**src/rtl/data_send.sv**
```systemverilog
// Send-path packet framer: reads a payload from the data RAM port B and streams
// SYNC0, SYNC1, type, length, payload and an XOR checksum over a valid/ready link.
module data_send #(
    parameter int          AW    = 12,
    parameter logic [7:0]  SYNC0 = 8'h55,
    parameter logic [7:0]  SYNC1 = 8'hAA
) (
    input  logic          clk,
    input  logic          rst,
    input  logic          fs,
    output logic          fd,
    input  logic [3:0]    btype,
    input  logic [AW-1:0] ram_addr_init,
    input  logic [AW-1:0] ram_dlen,
    output logic [AW-1:0] ram_rxa,
    input  logic [7:0]    ram_rxd,
    output logic [7:0]    tx_data,
    output logic          tx_valid,
    input  logic          tx_ready
);

    typedef enum logic [2:0] {
        S_IDLE = 3'd0,
        S_HEAD = 3'd1,
        S_ADDR = 3'd2,
        S_WAIT = 3'd3,
        S_DATA = 3'd4,
        S_SUM  = 3'd5,
        S_DONE = 3'd6
    } state_t;

    state_t        state_q;
    logic [2:0]    hidx_q;
    logic [3:0]    btype_q;
    logic [AW-1:0] addr_q;
    logic [AW-1:0] dlen_q;
    logic [AW-1:0] rem_q;
    logic [AW-1:0] rxa_q;
    logic [7:0]    csum_q;
    logic [7:0]    tx_data_q;
    logic          tx_valid_q;
    logic          fd_q;
    logic          xfer;

    // Header byte by position; the length field is split high nibble / low byte.
    function automatic logic [7:0] hdr_byte(input logic [2:0] idx,
                                            input logic [3:0] bt,
                                            input logic [AW-1:0] len);
        logic [7:0] b;
        case (idx)
            3'd0:    b = SYNC0;
            3'd1:    b = SYNC1;
            3'd2:    b = {4'h0, bt};
            3'd3:    b = {4'h0, len[11:8]};
            3'd4:    b = len[7:0];
            default: b = 8'h00;
        endcase
        return b;
    endfunction

    assign xfer = tx_valid_q & tx_ready;

    // Packet sequencer: every output is a register updated here.
    always_ff @(posedge clk) begin
        if (rst) begin
            state_q    <= S_IDLE;
            hidx_q     <= 3'd0;
            btype_q    <= 4'h0;
            addr_q     <= '0;
            dlen_q     <= '0;
            rem_q      <= '0;
            rxa_q      <= '0;
            csum_q     <= 8'h00;
            tx_data_q  <= 8'h00;
            tx_valid_q <= 1'b0;
            fd_q       <= 1'b0;
        end else begin
            case (state_q)
                S_IDLE: begin
                    if (fs) begin
                        btype_q    <= btype;
                        addr_q     <= ram_addr_init;
                        dlen_q     <= ram_dlen;
                        rem_q      <= ram_dlen;
                        csum_q     <= 8'h00;
                        hidx_q     <= 3'd0;
                        tx_data_q  <= SYNC0;
                        tx_valid_q <= 1'b1;
                        state_q    <= S_HEAD;
                    end else begin
                        tx_valid_q <= 1'b0;
                        state_q    <= S_IDLE;
                    end
                end
                S_HEAD: begin
                    if (xfer) begin
                        if (hidx_q == 3'd4) begin
                            if (dlen_q != '0) begin
                                rxa_q      <= addr_q;
                                tx_valid_q <= 1'b0;
                                state_q    <= S_ADDR;
                            end else begin
                                // Empty payload: checksum stays 0x00 and RAM is left alone.
                                tx_data_q <= csum_q;
                                state_q   <= S_SUM;
                            end
                        end else begin
                            hidx_q    <= hidx_q + 3'd1;
                            tx_data_q <= hdr_byte(hidx_q + 3'd1, btype_q, dlen_q);
                        end
                    end else begin
                        state_q <= S_HEAD;
                    end
                end
                S_ADDR: begin
                    state_q <= S_WAIT;
                end
                S_WAIT: begin
                    tx_data_q  <= ram_rxd;
                    tx_valid_q <= 1'b1;
                    state_q    <= S_DATA;
                end
                S_DATA: begin
                    if (xfer) begin
                        csum_q <= csum_q ^ tx_data_q;
                        rem_q  <= rem_q - AW'(1);
                        rxa_q  <= rxa_q + AW'(1);
                        if (rem_q == AW'(1)) begin
                            tx_data_q <= csum_q ^ tx_data_q;
                            state_q   <= S_SUM;
                        end else begin
                            tx_valid_q <= 1'b0;
                            state_q    <= S_ADDR;
                        end
                    end else begin
                        state_q <= S_DATA;
                    end
                end
                S_SUM: begin
                    if (xfer) begin
                        tx_valid_q <= 1'b0;
                        fd_q       <= 1'b1;
                        state_q    <= S_DONE;
                    end else begin
                        state_q <= S_SUM;
                    end
                end
                S_DONE: begin
                    if (!fs) begin
                        fd_q    <= 1'b0;
                        state_q <= S_IDLE;
                    end else begin
                        fd_q    <= 1'b1;
                        state_q <= S_DONE;
                    end
                end
                default: begin
                    tx_valid_q <= 1'b0;
                    fd_q       <= 1'b0;
                    state_q    <= S_IDLE;
                end
            endcase
        end
    end

    assign fd       = fd_q;
    assign ram_rxa  = rxa_q;
    assign tx_data  = tx_data_q;
    assign tx_valid = tx_valid_q;

endmodule

```
**config.mk**
```make
export PLATFORM = sky130hd
export DESIGN_NAME = data_send
export DESIGN_NICKNAME = d
export VERILOG_FILES = /design/src/rtl/data_send.sv
export SDC_FILE = /design/constraint.sdc
export NUM_CORES = 1
export LEC_CHECK = 0
export BUFFER_PORTS_ARGS = -buffer_cell sky130_fd_sc_hd__clkbuf_2
export CAP_MARGIN = 20
export CORE_AREA = 2 2 90 92
export CTS_CLUSTER_DIAMETER = 150
export CTS_CLUSTER_SIZE = 14
export DETAILED_ROUTE_END_ITERATION = 6
export DIE_AREA = 0 0 92 94
export PLACE_DENSITY = 0.86
export SKIP_LAST_GASP = 1
export SYNTH_ARGS = -nofsm -noshare
export SYNTH_HDL_FRONTEND = slang
export SYNTH_SLANG_ARGS = --single-unit
```
**constraint.sdc**
```tcl
create_clock -name clk -period 2.4 [get_ports clk]
set_input_delay 0.48 -clock clk [delete_from_list [all_inputs] [get_ports clk]]
set_output_delay 0.48 -clock clk [all_outputs]
set_load 0.02 [all_outputs]
```
==> Word-level counts from Yosys, hierarchy flattened <==
Cells that the tools add are included.
{ "word_totals": {"regBits": 76, "in_bits": 40, "output_inout_bits": 22, "elab_cells": 99} }
{ "op_classes": {"addsub": 3, "n_eq_ne": 23, "muxes": 42, "bitwise_logic": 4, "reduce_logical": 16} }
{ "ops": {"columns": ["cell", "count"], "rows": [
  ["two-way mux 12 bit", 6],
  ["two-way mux 8 bit", 8],
  ["one-hot mux 12 bit (2 select lines)", 2],
  ["one-hot mux 8 bit (5 select lines)", 1],
  ["one-hot mux 8 bit (4 select lines)", 1],
  ["two-way mux 3 bit", 9],
  ["one-hot mux 3 bit (7 select lines)", 1],
  ["inequality test 2 bit, second input constant", 9],
  ["one-hot mux 8 bit (2 select lines)", 1],
  ["equality test 3 bit, second input constant", 5],
  ["adder 12 x 1 -> 12 bit, second input constant", 1],
  ["equality test 12 x 1 -> 1 bit, second input constant", 1],
  ["equality test 3 x 2 -> 1 bit, second input constant", 4],
  ["nonzero test 12 bit", 1],
  ["subtractor 12 x 1 -> 12 bit, second input constant", 1],
  ["two-way mux 1 bit", 9],
  ["XOR 8 bit", 1],
  ["AND reduction 7 bit", 1],
  ["equality test 3 x 1 -> 1 bit, second input constant", 2],
  ["logical NOT 3 bit", 2],
  ["inequality test 3 bit, second input constant", 2],
  ["one-hot mux 1 bit (6 select lines)", 1],
  ["one-hot mux 3 bit (2 select lines)", 1],
  ["AND reduction 6 bit", 1],
  ["13 further kinds", 17]
]} }

==> Depth between registers and ports, before layout <==
Gate-level depths: netlist (run 1).
{ "depth": {"ltp_word": 6, "depth_mapped": 9} }

==> Worst setup path after synthesis (run 1) <==
No wires, ideal clock.
{ "synth_timing": {"path_kind": "reg-to-reg", "startpoint": "reg hidx_q[0]", "endpoint": "reg tx_data_q[1], in the netlist tx_data[1]", "setup_time_ps": 136, "t_arrival_ps": 1664, "setup_slack_ps": 600, "path_stages_with_launch": 9, "period_less_slack_ps": 1800, "cell_sequence": "dfxtp_1 inv_1 ha_1 clkbuf_1 nand3b_1 nor2_2 a221o_1 nor2_2 a211oi_1"} }
{ "synth_via": {"elab_chain_len": 6} }
{ "synth_lines": {"columns": ["item", "line_no", "source"], "rows": [
  ["start: declaration", "33", "logic [2:0] hidx_q;"],
  ["start signal: assignment", "108", "hidx_q <= hidx_q + 3'd1;"],
  ["adder 3 x 1 -> 3 bit", "109", "tx_data_q <= hdr_byte(hidx_q + 3'd1, btype_q, dlen_q);"],
  ["equality test 3 bit (tied with other cells)", "50", "case (idx)"],
  ["one-hot mux 8 bit (5 select lines)", "50", null],
  ["two-way mux 8 bit", "97", "if (hidx_q == 3'd4) begin"],
  ["two-way mux 8 bit", "96", "if (xfer) begin"],
  ["one-hot mux 8 bit (4 select lines)", "78", "case (state_q)"],
  ["end signal: assignment", "104", "tx_data_q <= csum_q;"],
  ["end signal: assignment", "109", null],
  ["end signal: assignment", "119", "tx_data_q <= ram_rxd;"],
  ["end: declaration", "40", "logic [7:0] tx_data_q;"]
]} }
Parallel ways exist; a longest one is shown, timed or not. The select of a mux whose other input is x is not followed.
A chain may end at the register's enable or synchronous reset.

==> Worst setup path in the final report (run 1) <==
{ "layout_timing": {"startpoint": "reg hidx_q[0]", "endpoint": "reg rxa_q[11], in the netlist ram_rxa[11]"} }
{ "layout_via": {"elab_chain_len": 3} }
{ "layout_lines": {"columns": ["item", "line_no", "source"], "rows": [
  ["equality test 3 bit", "97", null],
  ["inequality test 2 bit (no source line)", null, null],
  ["AND reduction 5 bit (no source line)", null, null],
  ["end signal: assignment", "99", "rxa_q <= addr_q;"],
  ["end signal: assignment", "127", "rxa_q <= rxa_q + AW'(1);"],
  ["end: declaration", "38", "logic [AW-1:0] rxa_q;"]
]} }
Every way passes these cells.

==> flow_summary.toml, run 1 <==
[yosys]
synth_area_leaders = "dfxtp_1, a21oi_1, nand2_1, nor2_1, o21ai_0"
yosysMostFrequentCell = "nand2_1"
ys_top_cells_by_count = "nand2_1, dfxtp_1, a21oi_1, nor2_1, o21ai_0"
yosysUniqueCellTypes = 71
ys_seq_elements = 76
yosysWarnings = 0
ys.flop_type = "dfxtp_1"
synth_top_area_share_pct = 35.15
synthCells = 561
synth_nets = 609
netlist_area_um2 = 4328
synth_edf_count = 0
synth_top_cell_by_area = "dfxtp_1"
avgSynthCellArea_um2 = 7.715
synth-seq-area-share_pct = 35.15
ys_async_sr_fraction_pct = 0

[global_routing]
grt_max_degree = 30
overflow = 0
antenna_found_initial = 0
grt_usage_pct = 27.81
grt_pass1_vias = 4044
grt_first_pass_wirelength_mm = 19.27

[critical_path]
cp_num_buf_inv = 2
slowest_delay_ps = 440
cpMaxStageDelayCell = "dfxtp_1"
end_kind = "register"
crit_required_ps = 2690
path_cells = "inv_1 > ha_1 > nand2_1 > nor2_1 > a31oi_2 > buf_4 > o21ai_0 > a21oi_1"
cp_data_arrival_time_ps = 2410
path_class = "register to register"
start_kind = "register"
cp_top_family = "compound AO/OA/AOI/OAI gates"
path_max_fanout = 9

[routing]
drc = 0
via_count = 4442
first_iter_violations = 396
detail-route-antenna-nets = 0
drtPass1Iterations = 5
wl_per_cell_um = 16.63
routed_wl_mm = 11.93
vias_per_cell = 6.195

[sta]
slew_viol_final = 0
finalHoldViolations = 0
final.setup_skew_ps = 7.895
fmax_mhz = 472.5
worst_pin_slew_ps = 789.4
setup_tns_ps = 0
min_period_ps = 2117
relSlewSlack_pct = 46.89
rsz0062_at_grt = "false"
setup_viol = 0
worst_slack_ps = 283.5
fin_crit_sh_pct = 88.19

[finish]
drive_gt1_share_pct = 19.19
areaGrowthSynthToFinish_pct = 13.70
diodes = 0
fin_area_um2 = 4921
finalNetCount = 658

[place]
gp_congestion = 0.9102
placed_area_um2 = 4710
portBuffers = 61
dpl.hpwl_mm = 8.489
place_ws_ps = 340.8

[cts]
htreeDepth = 3
ctsResizeCount = 0
root_buffer = "clkbuf_8"
clk_pin_slew_ps = 80
clkSinkCount = 76
clock_latency_ps = 360
postCtsHoldBufs = 0
cts_tree = "built"
numCtsBuffers = 9
cts_setup_buffers = 0
cts_buffer_depth = 2

[die]
start_util_pct = 56.89
rows = 32
die_area_um2 = 8648
ioPinCount = 62
die-width_um = 92
core_area_um2 = 7607
fp.dieH_um = 94

[min_path]
hp-class = "primary input to register"

[power]
irDropWorstVdd_mv = 0.3522
p_per_area_nw_per_um2 = 671.4
power.switching_mw = 1.098
comb_power_share_pct = 23.5
clockPowerShare_pct = 31.6
pwr-share-seq_pct = 44.9
leakage_nw = 1.845
p_int_mw = 2.205
power.total_mw = 3.304
switching_share_pct = 33.25

[flow_run]
drv_cap = 0

[run_status]
outcome = "finished clean"
worst register-to-register path, cell delays in order (launching register included):
cell and delay [ps]:
dfxtp_1 440, inv_1 100, ha_1 320, nand2_1 150, nor2_1 70, a31oi_2 440, buf_4 240, o21ai_0 120
a21oi_1 170
power by group through the flow:
stage	clock network, mW	registers [mW]	logic [mW]
global placement	0	1.50	0.746
detailed placement	0	1.51	0.766
floorplan	0	1.51	0.537
global route	1.10	1.50	0.857
finish	1.04	1.48	0.776
CTS	1.05	1.48	0.769
layer usage:
layer / track usage [%] / wire [um] / part of all wire, % / up-vias
li1: - / - / - / 2143
met4: 11.07 / 302 / 2.5 / 0
met1: 34.33 / 4879 / 41 / 2041
met3: 5.297 / 1025 / 8.6 / 28
met5: 0 / 0 / 0 / -
met2: 47.92 / 5718 / 48 / 230
per-stage QoR:
stage / utilization, % / cells / hold slack, ps
floorplan: - / 561 / 432.5
global placement: 61.91 / 701 / 444.4
detailed placement: 61.91 / 701 / 448.9
CTS: 64.69 / 717 / 327.0
global route: 64.69 / 717 / 337.6
finish: 64.69 / 717 / 328.5
flip-flops by register name, indices dropped and copies added, names as in the netlist:
signal    count
csum_q        8
btype_q       4
rem_q        12
ram_rxa      12
hidx_q        3
addr_q       12
dlen_q       12
tx_data       8
tx_valid      1
state_q       3
fd            1
worst paths after layout:
path                    startpoint           to  slack, ps  cells after the start
hold reg to reg          addr_q[9]    addr_q[9]        460                      2
setup reg to reg         hidx_q[0]  ram_rxa[11]        280                      8
hold / removal    ram_addr_init[2]    addr_q[2]        330                      3
setup / recovery         hidx_q[0]  ram_rxa[11]        280                      8
final cells by class:
cell class | count | area [um2]
clock buffer | 11 | 151.4
clock inverter | 5 | 60.06
tap | 102 | 127.6
fill | 664 | 2686
inverter | 6 | 22.52
sequential | 76 | 1521
timing repair buffer | 77 | 437.9
multi-input combinational | 440 | 2600
cells by family (layout without fill, tap and decap cells):
family | after synthesis | in the layout | share of synthesized area (%)
fa+ha+maj | 8 | 8 | 2.313
simple gates | 240 | 240 | 28.30
xor+xnor | 6 | 6 | 1.214
flops | 76 | 76 | 35.15
buf+inv | 45 | 99 | 4.886
compound gates | 186 | 186 | 28.13
placed cells by master (no fill, tap or decap), types with 13 or more instances in the layout:
cell type  netlist  final
nor3_1          20     20
dfxtp_1         76     76
a22oi_1         13     13
a21oi_1         71     71
nor2_1          49     49
nand2_1         90     90
clkbuf_2         0     61
o21ai_0         27     27
buf_4            1     15
No activity file was read; power rests on OpenSTA's default activity.
==> run 2, diff against run 1 <==
==> config.mk (replaced) <==
export PLATFORM = sky130hd
export DESIGN_NAME = data_send
export DESIGN_NICKNAME = d
export VERILOG_FILES = /design/src/rtl/data_send.sv
export SDC_FILE = /design/constraint.sdc
export NUM_CORES = 1
export LEC_CHECK = 0
export CAP_MARGIN = 20
export CORE_AREA = 2 2 88 90
export CTS_CLUSTER_DIAMETER = 150
export CTS_CLUSTER_SIZE = 14
export DETAILED_ROUTE_END_ITERATION = 6
export DIE_AREA = 0 0 90 92
export DONT_BUFFER_PORTS = 1
export PLACE_DENSITY = 0.82
export SKIP_LAST_GASP = 1
export SYNTH_ARGS = -nofsm -noshare
export SYNTH_HDL_FRONTEND = slang
export SYNTH_SLANG_ARGS = --single-unit
==> run 2 against run 1 <==
  * Worst setup slack better by 61 ps
  * Die area decreased by 4.3%
  * Combinational power fell by 15%
  * Clock-buffer cell count is 2 lower
  * Sequential power increased by 3%
  * Final cell count decreased by 9.1%
  * Non-clock buffer count down 65
  * Largest power group unchanged
==> flow_summary.toml, run 2 (synthesis gave the netlist of run 1 again) <==
[sta]
fin_crit_sh_pct = 85.63
min_period_ps = 2055
worst_pin_slew_ps = 776.2
setup_viol = 0
final.setup_skew_ps = 8.636
slew_viol_final = 0
fmax_mhz = 486.6
setup_tns_ps = 0
finalHoldViolations = 0
hold-worst-slack_ps = 188.5
worst_slack_ps = 344.9
rsz0062_at_grt = "false"
relSlewSlack_pct = 47.94

[cts]
clock_latency_ps = 360
htreeDepth = 3
clk_pin_slew_ps = 90
cts_tree = "built"
cts_setup_buffers = 0
clkSinkCount = 76
numCtsBuffers = 9
root_buffer = "clkbuf_8"
ctsResizeCount = 0
postCtsHoldBufs = 0
cts_buffer_depth = 2

[critical_path]
cpMaxStageDelayCell = "dfxtp_1"
crit_required_ps = 2660
cp_num_cells = 7
regToRegStartpoint = "hidx_q[0]"
critPathLaunch = "hidx_q[0]"
path_max_fanout = 9
cp_top_family = "compound AO/OA/AOI/OAI gates"
regToRegSetupSlack_ps = 340
cp_num_buf_inv = 1
rr_endpoint = "tx_data[3]"
crit_path_end = "tx_data[3]"
end_kind = "register"
cp_data_arrival_time_ps = 2320
reg2reg_depth = 7
start_kind = "register"
path_class = "register to register"
slowest_delay_ps = 440
path_cells = "inv_1 > ha_1 > nand3b_1 > nor2_2 > a221oi_4 > a21oi_1 > a211oi_1"

[routing]
drtPass1Iterations = 5
drc = 0
detail-route-antenna-nets = 0
routed_wl_mm = 11.46
wl_per_cell_um = 17.57
first_iter_violations = 421
vias_per_cell = 6.396
via_count = 4170

[finish]
layout_commonest_cell = "nand2_1"
filler_cell_count = 708
fin_area_um2 = 4566
instances_no_fill = 652
multi_input_area_um2 = 2600
ff_latch_area_um2 = 1521
areaGrowthSynthToFinish_pct = 5.493
finalNetCount = 593
mostFrequentLayoutCells = "nand2_1, dfxtp_1, a21oi_1, nor2_1, o21ai_0"
drive_gt1_share_pct = 9.636
diodes = 0
postLayoutCoreUtil_pct = 61.31

[place]
place_ws_ps = 414.6
portBuffers = 0
dpl.hpwl_mm = 7.889
gp_congestion = 0.9062
dp.cells = 636
placed_area_um2 = 4362

[die]
die-width_um = 90
die_area_um2 = 8280
rows = 32
ioPinCount = 62
core_area_um2 = 7447
fp.dieH_um = 92
start_util_pct = 58.11

[global_routing]
grt_use_met2_pct = 46.18
grt_usage_pct = 27.81
overflow = 0
grtUsageMet1_pct = 34.49
grt_first_pass_wirelength_mm = 18.92
use_met3_pct = 7.477
grt.busiest_layer = "met2"
antenna_found_initial = 0
grt_pass1_vias = 3830
grt_max_degree = 82

[power]
p_int_mw = 2.119
leakage_nw = 1.552
pwr-share-seq_pct = 47.4
p_per_area_nw_per_um2 = 701.9
irDropWorstVdd_mv = 0.3534
switching_share_pct = 33.87
comb_power_share_pct = 20.5
power.switching_mw = 1.085
power.total_mw = 3.205
clockPowerShare_pct = 32.0

[run_status]
outcome = "finished clean"

[min_path]
hp-class = "primary input to register"
holdPathStages = 1

[flow_run]
drv_cap = 0
==> run 2: metal layers <==
layer	part of all wire [%]	routed length [um]	vias to the layer above
met3	9.7	1111	37
met2	47	5334	221
met1	40	4625	1908
met4	3.4	384	0
met5	0	0	-
li1	-	-	2004
==> run 2: cell type report <==
type / instances / share of cell area (%)
clock inverters: 7 / 1.754
well taps: 102 / 2.795
flip-flops and latches: 76 / 33.32
clock buffers: 9 / 2.713
repair buffers: 12 / 1.973
multi-input cells: 440 / 56.95
inverters: 6 / 0.4933
==> run 2: power groups by stage <==
stage / registers [mW] / logic, mW / clock network [mW]
after floorplan: 1.51 / 0.537 / 0
after global placement: 1.54 / 0.620 / 0
after detailed placement: 1.55 / 0.641 / 0
after CTS: 1.52 / 0.646 / 1.04
after global routing: 1.53 / 0.724 / 1.10
final: 1.52 / 0.658 / 1.03
==> run 2: worst register-to-register path: cells and delay by family, from the launching register on <==
family / cells / cell delay [ps]
buf+inv: 1 / 100
fa+ha+maj: 1 / 310
simple gates: 2 / 320
compound gates: 3 / 800
flops: 1 / 440
==> run 2: how the worst min path moves through the flow <==
stage	startpoint	to	slack, ps
2_1_floorplan	addr_q[11]	addr_q[11]	430
3_3_place_gp	addr_q[7]	addr_q[7]	440
3_5_place_dp	addr_q[8]	addr_q[8]	440
4_1_cts	rst	addr_q[3]	180
5_1_grt	rst	addr_q[3]	170
6_report	rst	fd	190
==> run 3, diff against run 2 <==
--- a/config.mk
+++ b/config.mk
@@ -12,7 +12,7 @@
 export DETAILED_ROUTE_END_ITERATION = 6
 export DIE_AREA = 0 0 90 92
 export DONT_BUFFER_PORTS = 1
-export PLACE_DENSITY = 0.82
+export PLACE_DENSITY = 0.76
 export SKIP_LAST_GASP = 1
 export SYNTH_ARGS = -nofsm -noshare
 export SYNTH_HDL_FRONTEND = slang
==> run 3 against run 2 <==
  * Utilization grew 0.067 points
  * Combinational power is essentially flat
  * Critical path depth shrank 1
  * Die area is the same
  * Final area grew 0.11%
  * Global-route usage shrank 0.52 points
  * Sequential power is essentially flat
  * Worst hold slack gained 12 ps
  * Clock-buffer cell count grew 2
  * Critical endpoint is now hidx_q[0]
  * Largest power group unchanged
  * Highest routed layer unchanged
==> flow_summary.toml, run 3 (synthesis gave the netlist of run 1 again) <==
[cts]
root_buffer = "clkbuf_8"
ctsResizeCount = 0
cts_tree = "built"
postCtsHoldBufs = 0
cts_buffer_depth = 2
numCtsBuffers = 9
clkSinkCount = 76
clock_latency_ps = 350
clk_pin_slew_ps = 90
htreeDepth = 3
cts_setup_buffers = 0

[finish]
instances_no_fill = 653
drive_gt1_share_pct = 9.619
layout_commonest_cell = "nand2_1"
ff_latch_area_um2 = 1521
diodes = 0
multi_input_area_um2 = 2600
filler_cell_count = 665
areaGrowthSynthToFinish_pct = 5.608
mostFrequentLayoutCells = "nand2_1, dfxtp_1, a21oi_1, nor2_1, o21ai_0"
finalNetCount = 594

[sta]
final.setup_skew_ps = 5.929
fmax_mhz = 505.3
rsz0062_at_grt = "false"
setup_tns_ps = 0
slew_viol_final = 0
finalHoldViolations = 0
min_period_ps = 1979
relSlewSlack_pct = 53.53
setup_viol = 0
fin_crit_sh_pct = 82.46
worst_pin_slew_ps = 692.9

[global_routing]
grt_usage_pct = 27.28
grt_pass1_vias = 3748
overflow = 0
antenna_found_initial = 0
grt_max_degree = 82
grt_first_pass_wirelength_mm = 18.57

[critical_path]
regToRegStartpoint = "state_q[0]"
path_max_fanout = 20
critPathLaunch = "state_q[0]"
path_cells = "buf_4 > nor3b_4 > nand2_1 > nor2_1 > nor2_1 > a311oi_1"
cpMaxStageDelayCell = "nor3b_4"
end_kind = "register"
crit_required_ps = 2650
cp_data_arrival_time_ps = 2230
path_class = "register to register"
slowest_delay_ps = 410
start_kind = "register"
worst_path_most_repeated_cell = "nor2_1"

[routing]
via_count = 4167
drc = 0
first_iter_violations = 290
drtPass1Iterations = 5
vias_per_cell = 6.381
routed_wl_mm = 11.45
detail-route-antenna-nets = 0
wl_per_cell_um = 17.53

[min_path]
hp-class = "primary input to register"
hold_start = "rst"

[power]
irDropWorstVdd_mv = 0.3741
p_per_area_nw_per_um2 = 698.7
leakage_nw = 1.560

[run_status]
outcome = "finished clean"

[die]
die-width_um = 90
core_area_um2 = 7447
ioPinCount = 62
start_util_pct = 58.11
rows = 32
fp.dieH_um = 92
die_area_um2 = 8280

[flow_run]
drv_cap = 0

[place]
gp_congestion = 0.9322
portBuffers = 0
dpl.hpwl_mm = 7.971
dp.cells = 637
## run 3: power by group
group / total [mW] / internal [mW] / switching, mW
Clock: 1.02 / 0.514 / 0.504
Combinational: 0.658 / 0.267 / 0.390
Sequential: 1.52 / 1.36 / 0.160
## run 3: layout make-up
type | count | area share (%)
Clock buffer | 11 | 3.093
Clock inverter | 5 | 1.314
Inverter | 6 | 0.4927
Multi-Input combinational cell | 440 | 56.88
Sequential cell | 76 | 33.29
Tap cell | 102 | 2.792
Timing Repair Buffer | 13 | 2.135
## run 3: worst max-delay path: cells and delay by family, from the launching register on
kind | cells | cell delay [ps]
compound gates | 1 | 280
flops | 1 | 340
buf+inv | 1 | 240
simple gates | 4 | 1010
## run 3: final timing paths
path / to / slack, ps / cells after the start
worst min register to register: addr_q[1] / 460 / 2
worst min-delay path: ram_rxa[0] / 200 / 1
worst max-delay path: hidx_q[0] / 420 / 6
worst max register to register: hidx_q[0] / 420 / 6
## run 3: layer usage
layer  wire length (um)  GRT usage (%)
met5                  0              0
met4                362          11.28
met3                810          5.259
met2               5309          44.55
met1               4965          35.54
## run 3: per-stage QoR
step	utilization [%]	hold slack, ps	power (mW)	instance area, um2	worst slack, ps
2_1_floorplan	-	432.5	2.045	4328	600.0
3_3_place_gp	58.67	441.2	2.172	4369	519.6
6_report	61.37	200.7	3.194	4571	421.0
4_1_cts	61.37	187.4	3.197	4571	432.6
3_5_place_dp	58.67	441.4	2.192	4369	441.9
5_1_grt	61.37	184.7	3.353	4571	229.2
